File: src/rtl/i2c_master_fsm.sv
// Byte-level I2C master sequencer driven by the stretch generator's data_clk.
// Produces start/stop, command, write/read bytes and ACK handling on an open-drain SDA.
module i2c_master_fsm #(
  parameter int ADDR_W = 7
) (
  input  logic              clk,
  input  logic              rst_n,
  input  logic              data_clk,
  input  logic              ena,
  input  logic [ADDR_W-1:0] addr,
  input  logic              rw,
  input  logic [7:0]        data_wr,
  input  logic              sda_in,
  output logic              sda_oe,
  output logic              scl_not_ena,
  output logic              busy,
  output logic              wr_req,
  output logic [7:0]        data_rd,
  output logic              rd_valid,
  output logic              ack_error
);

  localparam int CMD_W = ADDR_W + 1;
  localparam int CNT_W = (CMD_W > 8) ? $clog2(CMD_W) : 3;

  typedef enum logic [3:0] {
    S_READY, S_START, S_COMMAND, S_SLV_ACK1, S_WR,
    S_SLV_ACK2, S_RD, S_MSTR_ACK, S_STOP
  } state_t;

  state_t             r_state;
  logic               r_dclk_prev;
  logic [CNT_W-1:0]   r_bit_cnt;
  logic               r_last;
  logic [CMD_W-1:0]   r_cmd;
  logic [7:0]         r_tx;
  logic [7:0]         r_rx;
  logic               r_sda_oe;
  logic               r_scl_not_ena;
  logic               r_busy;
  logic               r_wr_req;
  logic [7:0]         r_data_rd;
  logic               r_rd_valid;
  logic               r_ack_error;

  logic               w_rise;
  logic               w_fall;
  logic [CMD_W-1:0]   w_cmd_in;
  logic               w_same;

  assign w_rise   = data_clk & ~r_dclk_prev;
  assign w_fall   = ~data_clk & r_dclk_prev;
  assign w_cmd_in = {addr, rw};
  assign w_same   = (w_cmd_in == r_cmd);

  // r_last marks that bit 0 has been handled, so the counter never has to go below zero.
  always_ff @(posedge clk or negedge rst_n) begin
    if (!rst_n) begin
      r_state       <= S_READY;
      r_dclk_prev   <= 1'b0;
      r_bit_cnt     <= CNT_W'(7);
      r_last        <= 1'b0;
      r_cmd         <= '0;
      r_tx          <= '0;
      r_rx          <= '0;
      r_sda_oe      <= 1'b0;
      r_scl_not_ena <= 1'b1;
      r_busy        <= 1'b0;
      r_wr_req      <= 1'b0;
      r_data_rd     <= '0;
      r_rd_valid    <= 1'b0;
      r_ack_error   <= 1'b0;
    end else begin
      r_dclk_prev <= data_clk;
      r_wr_req    <= 1'b0;
      r_rd_valid  <= 1'b0;
      case (r_state)
        S_READY: begin
          if (w_rise && ena) begin
            r_cmd         <= w_cmd_in;
            r_tx          <= data_wr;
            r_wr_req      <= 1'b1;
            r_busy        <= 1'b1;
            r_scl_not_ena <= 1'b0;
            r_ack_error   <= 1'b0;
            r_state       <= S_START;
          end
        end
        S_START: begin
          if (w_fall) begin
            r_sda_oe <= 1'b1;
          end else if (w_rise) begin
            r_sda_oe  <= ~r_cmd[CMD_W-1];
            r_bit_cnt <= CNT_W'(CMD_W-2);
            r_last    <= 1'b0;
            r_state   <= S_COMMAND;
          end
        end
        S_COMMAND: begin
          if (w_rise) begin
            if (r_last) begin
              r_sda_oe  <= 1'b0;
              r_bit_cnt <= CNT_W'(7);
              r_last    <= 1'b0;
              r_state   <= S_SLV_ACK1;
            end else begin
              r_sda_oe <= ~r_cmd[r_bit_cnt];
              if (r_bit_cnt == '0) r_last <= 1'b1;
              else                 r_bit_cnt <= r_bit_cnt - 1'b1;
            end
          end
        end
        S_SLV_ACK1: begin
          if (w_fall) begin
            if (sda_in) r_ack_error <= 1'b1;
          end else if (w_rise) begin
            r_last <= 1'b0;
            if (!r_cmd[0]) begin
              r_sda_oe  <= ~r_tx[7];
              r_bit_cnt <= CNT_W'(6);
              r_state   <= S_WR;
            end else begin
              r_sda_oe  <= 1'b0;
              r_bit_cnt <= CNT_W'(7);
              r_state   <= S_RD;
            end
          end
        end
        S_WR: begin
          if (w_rise) begin
            if (r_last) begin
              r_sda_oe  <= 1'b0;
              r_bit_cnt <= CNT_W'(7);
              r_last    <= 1'b0;
              r_state   <= S_SLV_ACK2;
            end else begin
              r_sda_oe <= ~r_tx[r_bit_cnt];
              if (r_bit_cnt == '0) r_last <= 1'b1;
              else                 r_bit_cnt <= r_bit_cnt - 1'b1;
            end
          end
        end
        S_SLV_ACK2: begin
          if (w_fall) begin
            if (sda_in) r_ack_error <= 1'b1;
          end else if (w_rise) begin
            if (ena && w_same) begin
              r_tx      <= data_wr;
              r_wr_req  <= 1'b1;
              r_sda_oe  <= ~data_wr[7];
              r_bit_cnt <= CNT_W'(6);
              r_last    <= 1'b0;
              r_state   <= S_WR;
            end else if (ena) begin
              r_cmd    <= w_cmd_in;
              r_sda_oe <= 1'b0;
              r_state  <= S_START;
            end else begin
              r_sda_oe <= 1'b1;
              r_state  <= S_STOP;
            end
          end
        end
        S_RD: begin
          if (w_fall && !r_last) begin
            r_rx <= {r_rx[6:0], sda_in};
            if (r_bit_cnt == '0) r_last <= 1'b1;
            else                 r_bit_cnt <= r_bit_cnt - 1'b1;
          end else if (w_rise && r_last) begin
            r_data_rd  <= r_rx;
            r_rd_valid <= 1'b1;
            r_sda_oe   <= ena && w_same;
            r_last     <= 1'b0;
            r_state    <= S_MSTR_ACK;
          end
        end
        S_MSTR_ACK: begin
          if (w_rise) begin
            if (ena && w_same) begin
              r_sda_oe  <= 1'b0;
              r_bit_cnt <= CNT_W'(7);
              r_last    <= 1'b0;
              r_state   <= S_RD;
            end else if (ena) begin
              r_cmd    <= w_cmd_in;
              r_sda_oe <= 1'b0;
              r_state  <= S_START;
            end else begin
              r_sda_oe <= 1'b1;
              r_state  <= S_STOP;
            end
          end
        end
        S_STOP: begin
          if (w_fall) begin
            r_sda_oe <= 1'b0;
          end else if (w_rise) begin
            r_busy        <= 1'b0;
            r_scl_not_ena <= 1'b1;
            r_state       <= S_READY;
          end
        end
        default: r_state <= S_READY;
      endcase
    end
  end

  assign sda_oe      = r_sda_oe;
  assign scl_not_ena = r_scl_not_ena;
  assign busy        = r_busy;
  assign wr_req      = r_wr_req;
  assign data_rd     = r_data_rd;
  assign rd_valid    = r_rd_valid;
  assign ack_error   = r_ack_error;

endmodule

File: config.mk
export PLATFORM = sky130hd
export DESIGN_NAME = i2c_master_fsm
export DESIGN_NICKNAME = d
export VERILOG_FILES = /design/src/rtl/i2c_master_fsm.sv
export SDC_FILE = /design/constraint.sdc
export NUM_CORES = 1
export LEC_CHECK = 0
export BUFFER_PORTS_ARGS = -buffer_cell sky130_fd_sc_hd__buf_2
export CORE_MARGIN = 2
export CORE_UTILIZATION = 58
export DETAILED_ROUTE_END_ITERATION = 6
export PLACE_DENSITY_LB_ADDON = 0.1
export SETUP_SLACK_MARGIN = 0.3
export SLEW_MARGIN = 25
export SYNTH_ARGS = -nofsm -noshare
export SYNTH_HDL_FRONTEND = slang
export SYNTH_SLANG_ARGS = --single-unit
File: constraint.sdc
create_clock -name clk -period 2.5 [get_ports clk]
set_input_delay 0.125 -clock clk [delete_from_list [all_inputs] [get_ports clk]]
set_output_delay 0.125 -clock clk [all_outputs]
set_load 0.005 [all_outputs]
==> impl_metrics.yaml <==
timing:
  final.min_clock_period_ns: 2.039
  skew_ns: 0.01296
  drv_slew: 0
  timing.fmax_mhz: 490.3
  setup_tns_ns: 0
  max_slew_margin_pct: 61.10
  finalHoldViolCount: 0
  hold_slack_ns: 0.05217
  rsz0062_at_grt: "false"
  post-route-period-util_pct: 81.58
  setup_viol: 0
  tightestPinTransition_ns: 0.5835
  final.setup.worst_slack_ns: 0.4606
global_routing:
  grt_antenna_before_repair: 0
  grt_start_max_net_pins: 48
  overflow: 0
  grt_pass1_vias: 2005
  track_usage_pct: 23.22
  grt_pass1_wl_um: 9722
routing:
  wl_um: 5746
  first_pass_iters: 4
  drc: 0
  viasPerCell: 6.061
  vias: 2103
  drtIter0Drc: 161
  ant_nets: 0
  wl_per_cell_um: 16.56
pwr:
  p_per_area_nw_per_um2: 1062
  finalPower_w: 0.003312
  peakVddDrop_mv: 0.5674
  p_leak_nw: 1.410
yosys:
  synthCells: 258
  yosys.area_share.simple_pct: 14.96
  synth_top_area_share_pct: 38.51
  synth.yosys.seq_area_share_pct: 42.27
  syn-cell-area_um2: 2794
  synth_mux_area_share_pct: 18.85
  yosys_most_used_dff: "dfrtp_1"
  ys_seq_elements: 47
  synth_top_cell_by_area: "dfrtp_1"
  synth_edf_count: 0
  synth_adder_area_share_pct: 2.150
  synth_xor_area_share_pct: 2.821
  async_flop_share_pct: 100.0
  synth-compound-area-share_pct: 13.84
  avgSynthCellArea_um2: 10.83
  synth.distinct_cells: 63
  synth_top_family_by_area: "multiplexers"
  synth_warnings: 0
  syn-num-nets: 283
  synthTopCellsByArea: "dfrtp_1 39%, mux2_2 13%, dfstp_2 3.8%"
cells_and_area:
  drive_above_1_share_pct: 36.18
  diodes: 0
  final_cell_mix: "40 x dfrtp_1, 33 x buf_2, 32 x mux2_2"
  fillers: 380
  final_common_cell: "dfrtp_1"
  nets: 317
  area_delta_synth_final_pct: 11.60
  utilization_pct: 66.45
place:
  gp_congestion: 0.9761
  placement.io_buffers: 34
  place_hpwl_um: 4111
  pre_cts_ws_ns: 0.3090
die:
  die_h_um: 73.41
  row_count: 25
  die-area_um2: 5388
  die_x_um: 73.41
  core_um2: 4692
  ios: 35
  initial_core_util_pct: 59.55
setup_path:
  crit_type: "reg2reg"
  cp.arrival_ns: 2.22
  required_ns: 2.68
  cp_max_fo: 10
  start_kind: "register"
  endpoint_kind: "register"
cts:
  clk_pin_slew_ns: 0.10
  postCtsSetupBuffers: 0
  cts_made_buffers: 5
  htreeDepth: 2
  cts.sinks: 47
  cts_tree: "done"
  worstSkewPairLatency_ns: 0.31
  cts_root_buf: "clkbuf_8"
  cts.path.max_buffers: 2
status:
  outcome: "finished clean"
worst_hold_path:
  min_path_type: "in2reg"
job:
  cap_violations: 0
-- report_power, final --
group | total, W | switching [W] | internal (W)
clock network | 0.000493 | 0.000267 | 0.000226
logic | 0.00149 | 0.000721 | 0.000773
registers | 0.00133 | 0.000322 | 0.00100
total | 0.00331 | 0.00131 | 0.00200
-- cell usage after synthesis (2+ instances only) --
cell type and number:
mux4_2 4, nor2_2 2, buf_6 2, o21a_1 3, a31oi_1 2, mux2i_1 5
a21oi_1 11, o22ai_1 2, buf_4 4, clkbuf_1 4, inv_1 9, inv_2 3
mux2_2 32, nand2b_1 2, dfstp_2 4, nor2b_1 6, nor2_1 17, o21ai_1 2
dfrtp_1 43, o2111ai_1 2, xnor2_1 8, nand4_1 7, a21o_1 2, and3_1 2
o21bai_1 2, buf_2 6, o311a_1 2, nor4_4 2, o2bb2ai_1 3, ha_1 4
o21ai_0 10, nand3_1 4, nand3b_1 2, nand2_1 15, o31ai_1 2
-- worst max-delay path, cell delays in order (launching register included) --
cell and delay (ns):
dfrtp_1 0.36, ha_1 0.39, inv_1 0.17, o311ai_0 0.37
a21o_2 0.26, mux2_2 0.36
-- layout make-up --
| cell class | instances | area, um^2 | area share [%] |
|---|---|---|---|
| inverters | 12 | 45.04 | 1.445 |
| multi-input cells | 183 | 1476 | 47.35 |
| flip-flops and latches | 47 | 1185 | 38.00 |
| repair buffers | 43 | 245.2 | 7.865 |
| well taps | 54 | 67.56 | 2.167 |
| clock inverters | 2 | 16.27 | 0.5217 |
| clock buffers | 6 | 82.58 | 2.648 |
-- path summary, 6_finish.rpt --
path	startpoint	to	slack, ns	cells past startpoint
hold reg to reg	data_rd[0]	data_rd[0]	0.50	1
setup reg to reg	r_dclk_prev	r_cmd[0]	0.46	5
min in group asynchronous	rst_n	r_dclk_prev	0.35	2
hold / removal	data_wr[1]	r_tx[1]	0.05	2
setup / recovery	r_dclk_prev	r_cmd[0]	0.46	5
max in group asynchronous	rst_n	r_state[1]	1.71	2
-- cell families (layout without fill, tap and decap cells) --
kind of cell | Yosys count | after routing
DFF | 47 | 47
buffers and inverters | 28 | 63
and+or+nand+nor | 72 | 72
muxes | 43 | 43
xor gates and xnor gates | 9 | 9
adders and majority gates | 5 | 5
AOI/OAI and AO/OA | 54 | 54
-- registers in the layout (all words and copies together) (netlist names), 3 cells and up --
name	flops
r_rx	8
r_tx	8
data_rd	8
r_cmd	8
r_bit_cnt	3
r_state	4
-- metal layers --
metal | vias to the layer above | global-route usage (%) | part of all wire [%]
met3 | 12 | 3.567 | 4.6
met4 | 0 | 7.879 | 1.9
met1 | 1020 | 32.68 | 46
met2 | 65 | 36.84 | 48
met5 | - | 0 | 0
li1 | 1006 | - | -
-- per-stage QoR --
step	cells	instance area, um^2
6_report	347	3118
3_3_place_gp	337	2987
5_1_grt	347	3118
3_5_place_dp	337	2987
4_1_cts	346	3097
2_1_floorplan	258	2794
-- timing repair --
| item | 4_1_cts | 5_1_grt |
|---|---|---|
| resized for setup | 1 | 4 |
| hold endpoints to repair | 1 | 43 |
| hold buffers | 1 | 1 |
| endpoints found under the setup margin | 8 | 9 |
(Power assumes the default switching activity.)
